<file path="src/rtl/mean2_pair_seq_f32.sv">
// Pairs consecutive f32 samples for an external 2-input mean stage, waits for a
// fresh rising edge of its ready flag (or times out) and holds the result for downstream.
module mean2_pair_seq_f32 #(
    parameter int unsigned TIMEOUT = 32'd64
) (
    input  logic        clk,
    input  logic        rst,
    input  logic [31:0] in_data,
    input  logic        in_valid,
    output logic        in_ready,
    input  logic        flush,
    output logic [31:0] pair_a,
    output logic [31:0] pair_b,
    input  logic        mean_rdy,
    input  logic [31:0] mean_in,
    output logic [31:0] out_data,
    output logic        out_valid,
    input  logic        out_ready,
    output logic        timeout_err
);

    typedef enum logic [2:0] {
        ST_IDLE   = 3'd0,
        ST_HAVE_A = 3'd1,
        ST_ISSUE  = 3'd2,
        ST_WAIT   = 3'd3,
        ST_HOLD   = 3'd4
    } state_t;

    // Timeout fires on the WAIT cycle whose count is TIMEOUT-1, i.e. after TIMEOUT WAIT cycles.
    localparam logic [7:0]  CNT_LAST = 8'(TIMEOUT - 32'd1);
    localparam logic [31:0] QNAN_F32 = 32'h7FC0_0000;

    state_t      state_r;
    state_t      state_s;
    logic        in_ready_r;
    logic [31:0] pair_a_r;
    logic [31:0] pair_b_r;
    logic [31:0] out_data_r;
    logic        out_valid_r;
    logic        timeout_err_r;
    logic [7:0]  cnt_r;
    logic        rdy_prev_r;

    logic        in_xfer_s;
    logic        out_xfer_s;
    logic        rdy_edge_s;
    logic        cnt_last_s;
    logic        load_a_s;
    logic        load_b_s;
    logic        copy_b_s;
    logic        cap_mean_s;
    logic        cap_nan_s;

    assign in_xfer_s  = in_valid & in_ready_r;
    assign out_xfer_s = out_valid_r & out_ready;
    assign rdy_edge_s = mean_rdy & ~rdy_prev_r;
    assign cnt_last_s = (cnt_r == CNT_LAST);

    // Next-state decode and the load strobes that go with each transition.
    always_comb begin
        state_s    = state_r;
        load_a_s   = 1'b0;
        load_b_s   = 1'b0;
        copy_b_s   = 1'b0;
        cap_mean_s = 1'b0;
        cap_nan_s  = 1'b0;
        case (state_r)
            ST_IDLE: begin
                if (in_xfer_s) begin
                    load_a_s = 1'b1;
                    state_s  = ST_HAVE_A;
                end else begin
                    state_s  = ST_IDLE;
                end
            end
            ST_HAVE_A: begin
                // A real sample beats a simultaneous flush.
                if (in_xfer_s) begin
                    load_b_s = 1'b1;
                    state_s  = ST_ISSUE;
                end else if (flush) begin
                    copy_b_s = 1'b1;
                    state_s  = ST_ISSUE;
                end else begin
                    state_s  = ST_HAVE_A;
                end
            end
            ST_ISSUE: begin
                state_s = ST_WAIT;
            end
            ST_WAIT: begin
                // An edge on the final count still wins over the timeout.
                if (rdy_edge_s) begin
                    cap_mean_s = 1'b1;
                    state_s    = ST_HOLD;
                end else if (cnt_last_s) begin
                    cap_nan_s  = 1'b1;
                    state_s    = ST_HOLD;
                end else begin
                    state_s    = ST_WAIT;
                end
            end
            ST_HOLD: begin
                if (out_xfer_s) begin
                    state_s = ST_IDLE;
                end else begin
                    state_s = ST_HOLD;
                end
            end
            default: begin
                state_s = ST_IDLE;
            end
        endcase
    end

    // State register; in_ready is registered from the next state so it never sees in_valid/out_ready combinationally.
    always_ff @(posedge clk or negedge rst) begin
        if (!rst) begin
            state_r    <= ST_IDLE;
            in_ready_r <= 1'b0;
        end else begin
            state_r    <= state_s;
            in_ready_r <= (state_s == ST_IDLE) || (state_s == ST_HAVE_A);
        end
    end

    // Operand registers for the mean stage; frozen from ISSUE through HOLD.
    always_ff @(posedge clk or negedge rst) begin
        if (!rst) begin
            pair_a_r <= 32'h0000_0000;
            pair_b_r <= 32'h0000_0000;
        end else begin
            if (load_a_s) begin
                pair_a_r <= in_data;
            end
            if (load_b_s) begin
                pair_b_r <= in_data;
            end else if (copy_b_s) begin
                pair_b_r <= pair_a_r;
            end
        end
    end

    // Wait counter and the previous-sample register used for rising-edge detection on mean_rdy.
    always_ff @(posedge clk or negedge rst) begin
        if (!rst) begin
            cnt_r      <= 8'd0;
            rdy_prev_r <= 1'b0;
        end else begin
            case (state_r)
                ST_ISSUE: begin
                    cnt_r      <= 8'd0;
                    rdy_prev_r <= mean_rdy;
                end
                ST_WAIT: begin
                    cnt_r      <= cnt_r + 8'd1;
                    rdy_prev_r <= mean_rdy;
                end
                default: begin
                    cnt_r      <= cnt_r;
                    rdy_prev_r <= rdy_prev_r;
                end
            endcase
        end
    end

    // Result capture on HOLD entry, valid handshake and sticky timeout flag.
    always_ff @(posedge clk or negedge rst) begin
        if (!rst) begin
            out_data_r    <= 32'h0000_0000;
            out_valid_r   <= 1'b0;
            timeout_err_r <= 1'b0;
        end else begin
            if (cap_mean_s) begin
                out_data_r  <= mean_in;
                out_valid_r <= 1'b1;
            end else if (cap_nan_s) begin
                out_data_r    <= QNAN_F32;
                out_valid_r   <= 1'b1;
                timeout_err_r <= 1'b1;
            end else if (out_xfer_s) begin
                out_valid_r <= 1'b0;
            end
        end
    end

    assign in_ready    = in_ready_r;
    assign pair_a      = pair_a_r;
    assign pair_b      = pair_b_r;
    assign out_data    = out_data_r;
    assign out_valid   = out_valid_r;
    assign timeout_err = timeout_err_r;

endmodule
</file>
<file path="config.mk">
export PLATFORM = sky130hd
export DESIGN_NAME = mean2_pair_seq_f32
export DESIGN_NICKNAME = d
export VERILOG_FILES = /design/src/rtl/mean2_pair_seq_f32.sv
export SDC_FILE = /design/constraint.sdc
export NUM_CORES = 1
export LEC_CHECK = 0
export CAP_MARGIN = 25
export CORE_MARGIN = 1.5
export CORE_UTILIZATION = 40
export DETAILED_ROUTE_END_ITERATION = 16
export HOLD_SLACK_MARGIN = 0.12
export PLACE_DENSITY = 0.7
export RECOVER_POWER = 25
export SYNTH_ARGS = -nofsm -noshare
export SYNTH_HDL_FRONTEND = slang
export SYNTH_SLANG_ARGS = --single-unit
</file>
<file path="constraint.sdc">
create_clock -name clk -period 2.1 [get_ports clk]
set_clock_uncertainty 0.05 [all_clocks]
set_input_delay 0.42 -clock clk [delete_from_list [all_inputs] [get_ports clk]]
set_output_delay 0.42 -clock clk [all_outputs]
set_load 0.02 [all_outputs]
</file>
# Word level (Yosys, flattened, before mapping)
# Cells that the tools add are included.
classes:
  reduce_logical: 9
  addsub: 1
  order_cmp: 0
  n_mux: 26
  n_shift: 0
  n_eq_ne: 6
  div: 0
  n_mul: 0
  bitwise_logic: 5
op_table:
  columns: ["cell", "count"]
  rows:
  - ["$mux 32", 4]
  - ["$pmux 8 s2", 1]
  - ["$mux 1", 15]
  - ["$pmux 3 s5", 1]
  - ["$mux 3", 3]
  - ["$add 8x1->8 const B", 1]
  - ["$eq 8x6->1 const B", 1]
  - ["$eq 3x1->1 const B", 2]
  - ["$eq 3x2->1 const B", 2]
  - ["$logic_not 3->1", 2]
  - ["$reduce_bool 2->1", 3]
  - ["$mux 2", 2]
  - ["$and 1x1->1", 3]
  - ["$eq 3x3->1 const B", 1]
  - ["$reduce_bool 3->1", 1]
  - ["$not 1->1", 2]
  - ["$reduce_and 2->1", 1]
  - ["$reduce_or 2->1", 1]
  - ["$logic_or 1x1->1", 1]
totals:
  latch_bits: 0
  elab_cells: 56
  regBits: 111
  rom_bits: 0
  ram_bits: 0
  memories: 0
  input_bits: 70
  output_inout_bits: 99

# Logic depth before layout (Yosys ltp)
# Gate-level depths: netlist (run 1).
depth:
  depth_word: 6
  mapped_depth: 7
  mapped_depth_nobuf: 4

# Worst setup path before layout (run 1)
# Ideal clock, no wire load.
synth_timing:
  path_kind: "register to register"
  from: "register cnt_r[0]"
  to: "register out_data_r[13] (netlist: out_data[13])"
  slack_ps: 445
  n_path_buf: 1
  stages_incl_launch_ff: 6
  setup_time_ps: 124
  t_arrival_ps: 1481
  cell_sequence: "dfrtp_1 > ha_1 > nor3b_2 > a21oi_4 > buf_4 > a211o_1"
synth_between:
  elab_chain_len: 5
synth_lines:
  columns: ["item", "line_no", "text"]
  rows:
  - ["start, declared", "42", "logic [7:0] cnt_r;"]
  - ["start signal, assigned", "157", "cnt_r <= cnt_r + 8'd1;"]
  - ["start signal, assigned", "161", "cnt_r <= cnt_r;"]
  - ["$eq 8x6->1", "58", "assign cnt_last_s = (cnt_r == CNT_LAST);"]
  - ["$mux 1", "97", "end else if (cnt_last_s) begin"]
  - ["$mux 1", "94", "if (rdy_edge_s) begin"]
  - ["$mux 1", "68", "case (state_r)"]
  - ["$reduce_bool 2->1 (no line)", null, null]
  - ["end signal, assigned", "176", "out_data_r <= mean_in;"]
  - ["end, declared", "39", "logic [31:0] out_data_r;"]
# Every way passes these cells.
# A chain may end at the register's enable or synchronous reset.

# Worst setup path in the final report (run 1)
layout_timing:
  from: "register in_ready_r (netlist: in_ready)"
  to: "output in_ready"
layout_lines:
  columns: ["item", "line_no", "text"]
  rows:
  - ["start, declared", "36", "logic in_ready_r;"]
  - ["start signal, assigned", "124", "in_ready_r <= (state_s == ST_IDLE) || (state_s == ST_HAVE_A);"]
  - ["end, declared", "10", "output logic in_ready,"]
# No word-level cell between the ends.

==> results by stage, run 1 <==
Place:
- The final HPWL from detailed placement is between 9000 and 10,000 um.
- The placed instances occupy a cell area of 7290 um^2.
- In this run the tool buffered the top-level ports with 168 buffer cells.
- The final estimated routing congestion in global placement is 0.774.

Floorplan:
- The number of core rows is 42.
- The number of ports placed on the die boundary is between 150 and 200.
- The die is 119 um wide.
- The die covers 14,200 um^2.
- Once the floorplan was initialized, standard cells occupied 40.8% of the core.
- The placeable core region is 13,200 um^2.
- The die is 119 um tall.

Pwr:
- The worst ir drop on vdd is 0.570 mV.
- The design draws 11.2 mW.
- The power per standard cell area is 1480 nW/um^2.
- The leakage power summed over all cells is 3.29 nW.

Clock tree:
- The TritonCTS clock tree is done.
- For the worst-skew pair, the clock arrives at the later sink with an insertion delay of 0.36 ns.
- The maximum clock insertion buffer count is 2.
- The root buffer cell chosen for the clock tree is clkbuf_16.
- In this run the number of H-tree levels came out at 3.
- The total clock sinks is 111.
- The number of buffers added by the clock tree synthesis step is 9.
- Clock-pin slew was measured on the worst setup and hold paths at 0.08 ns.

Global routing:
- Global routing finished with a remaining overflow of 0.
- The all-layer global routing usage is about a fifth.
- The initial antenna violation count was 0.
- The first global-routing pass estimated 23,100 um of wire.
- The number of global-route vias before repair is 4,479.
- The pin count of the biggest net entering global routing is 67.

Detailed routing:
- The count of antenna-violating nets left after detailed routing is 0.
- The average vias per placed instance is roughly 5.4.
- Wires add up to 14,400 um.
- The post-detailed-route wirelength per cell is 17.4 um.
- The final routed DRC violation total is 0.
- The initial detailed-routing violation count is roughly 330.
- The detailed router placed 4,458 vias in this run.
- The first detailed-routing pass ran for 5 iterations.

Timing:
- The worst path uses 92.3% of the clock period.
- Setup repair after global routing left no endpoint under its margin.
- Static timing analysis puts the maximum clock frequency at 516 MHz.
- The hold violation total from the final report is 0.
- At the pin with the least slew margin, the transition time is 1.17 ns.
- In this run the tightest slew margin relative to its limit is 22.3%.
- The minimum clock period after layout is approximately 1.9 ns.
- Setup violations remaining at the end of the flow were counted as 0.
- In the final timing run, aggregate negative setup slack is 0 ns.
- On the final layout, the worst hold slack is around 0.43 ns.
- The number of pins with negative max-slew slack in the final report came to 0.

Finish:
- The number of nets in the finished design is 716.
- The layout cell share with drive strength beyond 1 is 13.8%.
- The final design area excluding fillers is 7590 um^2.
- The area of the multi-input gates is roughly 2300 um^2.
- The register area is 2780 um^2.
- The diode insertion count for antenna repair is 0.
- Compared with the post-synthesis result, the final layout area differs by 40.3%.
- Fill cells in the final layout number 1,138.

Setup path:
- The maximum fanout count along the critical path is 4.
- The most critical setup path has its startpoint at in_ready.
- For the worst flop-to-flop path, the logic depth is 5.
- The arrival time reported for the critical path endpoint is ~1.5 ns.
- The critical path startpoint category is a flip-flop.
- The setup check on the worst reg-to-reg path leaves a slack of about 0.25 ns.
- At the worst endpoint, the required time is about 1.6 ns.
- The reg-to-reg critical path endpoint is out_data[19].
- The biggest cell delay along the critical path is 0.67 ns.
- The total number of cells along the worst setup path is 1.
- The category of the critical setup timing path is reg2out.
- STA classifies the critical path endpoint as an output port.
- The count of buffering cells on the critical path with inverters included is 1.
- The family of cells with the greatest summed delay on the critical path is buffers and inverters.
- The slowest stage of the critical path belongs to the cell clkdlybuf4s50_1.
- The signal on the critical path passes through clkdlybuf4s50_1.
- The startpoint identified for the worst register-to-register timing path is cnt_r[0].

Logic synthesis:
- The compound-gate portion of the synthesized area is 19.0%.
- The synthesized design contains 111 register bits.
- The area share of and/or/nand/nor cells after synthesis is 14.3%.
- The mapped cell area is 5410 um^2.
- In this run, synthesis inferred 0 flip-flops with an integrated enable.
- The dominant combinational cell family by area after synthesis is compound AO/OA/AOI/OAI gates.
- Counting every net in the synthesized netlist gives about 560.
- The share of the Yosys chip area taken by registers is 51.4%.
- The fraction of synthesized area in multiplexers is 9.35%.
- The total of warnings raised by yosys is 0.
- Of the total synthesized cell area, the portion taken by full adders, half adders and majority gates is 0.231%.
- After synthesis, the mean cell area works out to 11.1 um^2.
- In this run, distinct cell masters in the synthesized netlist total 39.
- The post-synthesis async set-or-reset flop share is 100%.
- In the synthesized netlist, the number of instances is slightly below 500.
- Summing the areas of all xor and xnor instances in the mapped netlist gives 0% of the synthesized area.
- The top flip-flop cell by instance count after synthesis is dfrtp_1.

Worst hold path:
- The endpoint of the worst hold-timing path is timeout_err.
- The worst hold path begins at timeout_err.
- Along the worst hold path, the cell count comes to 1.
- The path class of the tightest hold or removal check is reg2reg.

Job:
- The max-capacitance violation count is 0.

Status:
- The flow ran to the end, and the final reports show no timing, DRC or antenna violations.
## per-stage QoR
stage | std cells | setup WS [ns] | utilization, %
after global placement | 809 | 0.186 | 55.1
after CTS | 826 | 0.151 | 57.4
after global routing | 826 | 0.103 | 57.3
final | 826 | 0.162 | 57.3
after floorplan | 486 | 0.445 | -
after detailed placement | 809 | 0.141 | 55.1
## flip-flops by register name, indices dropped and copies added (netlist names)
signal,cells
pair_a,32
out_valid,1
out_data,32
state_r,3
cnt_r,8
pair_b,32
rdy_prev_r,1
in_ready,1
timeout_err,1
## metal layers
metal	GRT usage [%]	part of all wire (%)	vias up	wire (um)
met3	2.73	3.9	27	563
met2	34.1	50	134	7220
met5	0	0	-	0
li1	-	-	2065	-
met4	8.58	2.5	0	352
met1	26.5	43	2232	6220
## where the power goes
group          leakage (nW)  internal, mW  switching, mW  total [mW]
Clock                 0.146         0.848          0.863        1.71
Sequential             1.34          2.96          0.696        3.66
Combinational          1.80          2.88           2.98        5.87
## cells by family (layout without fill, tap and decap cells)
group                    Yosys count  in the layout
AND/OR/NAND/NOR                  138            138
buffers and inverters             54            218
multiplexers                      35             35
AO/OA/AOI/OAI                    147            147
flip-flops                       111            111
adder cells (fa/ha/maj)            1              1
## how the worst max path moves through the flow
stage	to
floorplan	out_data[13]
global placement	pair_b[17]
detailed placement	pair_b[13]
CTS	in_ready
global route	out_data[15]
finish	in_ready
## cell usage after synthesis (all sizes together) (2+ instances only)
library cell | n | area, um^2
and4 | 2 | 17.5
dfrtp | 111 | 2780
a22o | 3 | 26.3
o21ai | 34 | 170
and2b | 6 | 45.0
o311ai | 2 | 17.5
nand3 | 6 | 30.0
a211oi | 9 | 113
clkbuf | 8 | 30.0
a21oi | 35 | 186
o211ai | 4 | 30.0
buf | 36 | 245
nor2 | 42 | 158
nor2b | 21 | 131
a211o | 25 | 219
and3b | 2 | 17.5
mux2 | 34 | 495
nand2b | 3 | 18.8
nand3b | 3 | 22.5
nand2 | 14 | 60.1
o31ai | 32 | 240
nor3b | 13 | 108
and3 | 24 | 150
inv | 10 | 37.5
## cells in the final DEF, fill, tap and decap left out, types with 2 or more instances in the layout
cell	Yosys	routed
a21oi_4	1	2
o31ai_1	32	32
o21ai_0	3	3
clkbuf_16	0	9
and4_1	2	2
nand3b_1	3	3
a21oi_1	34	33
nand3_1	6	6
mux2_2	4	4
inv_1	10	10
and2b_1	6	6
a211o_1	25	25
nor2b_1	21	20
buf_4	8	16
nor3b_1	11	11
dfrtp_1	111	111
a22o_1	3	3
o211ai_1	4	4
o21ai_1	31	31
nand2b_1	3	3
o311ai_0	2	2
and3_1	24	24
clkdlybuf4s50_1	0	167
nor3b_2	2	2
a211oi_2	9	9
inv_8	0	4
clkbuf_4	0	2
nor2_1	42	42
mux2_4	30	30
nand2_1	13	13
buf_12	0	5
## repair_timing
item	4_1_cts	5_1_grt
gates resized for setup	0	0
hold buffers	1	0
hold endpoints to repair	66	0
buffers inserted	0	0
## area by class of cell
type | count | share of cell area (%)
clock inverters | 7 | 0.973
well taps | 176 | 2.90
inverters | 10 | 0.495
multi-input cells | 321 | 30.7
repair buffers | 192 | 25.3
flip-flops and latches | 111 | 36.6
clock buffers | 9 | 2.97
No activity file was read; power rests on OpenSTA's default activity.
==> run 2, diff against run 1 <==
--- a/config.mk
+++ b/config.mk
@@ -5,7 +5,7 @@
 export SDC_FILE = /design/constraint.sdc
 export NUM_CORES = 1
 export LEC_CHECK = 0
-export CAP_MARGIN = 25
+export CAP_MARGIN = 20
 export CORE_MARGIN = 1.5
 export CORE_UTILIZATION = 40
 export DETAILED_ROUTE_END_ITERATION = 16
==> results of run 2 <==
No change in the layout: final DEF, timing and power equal those of run 1.
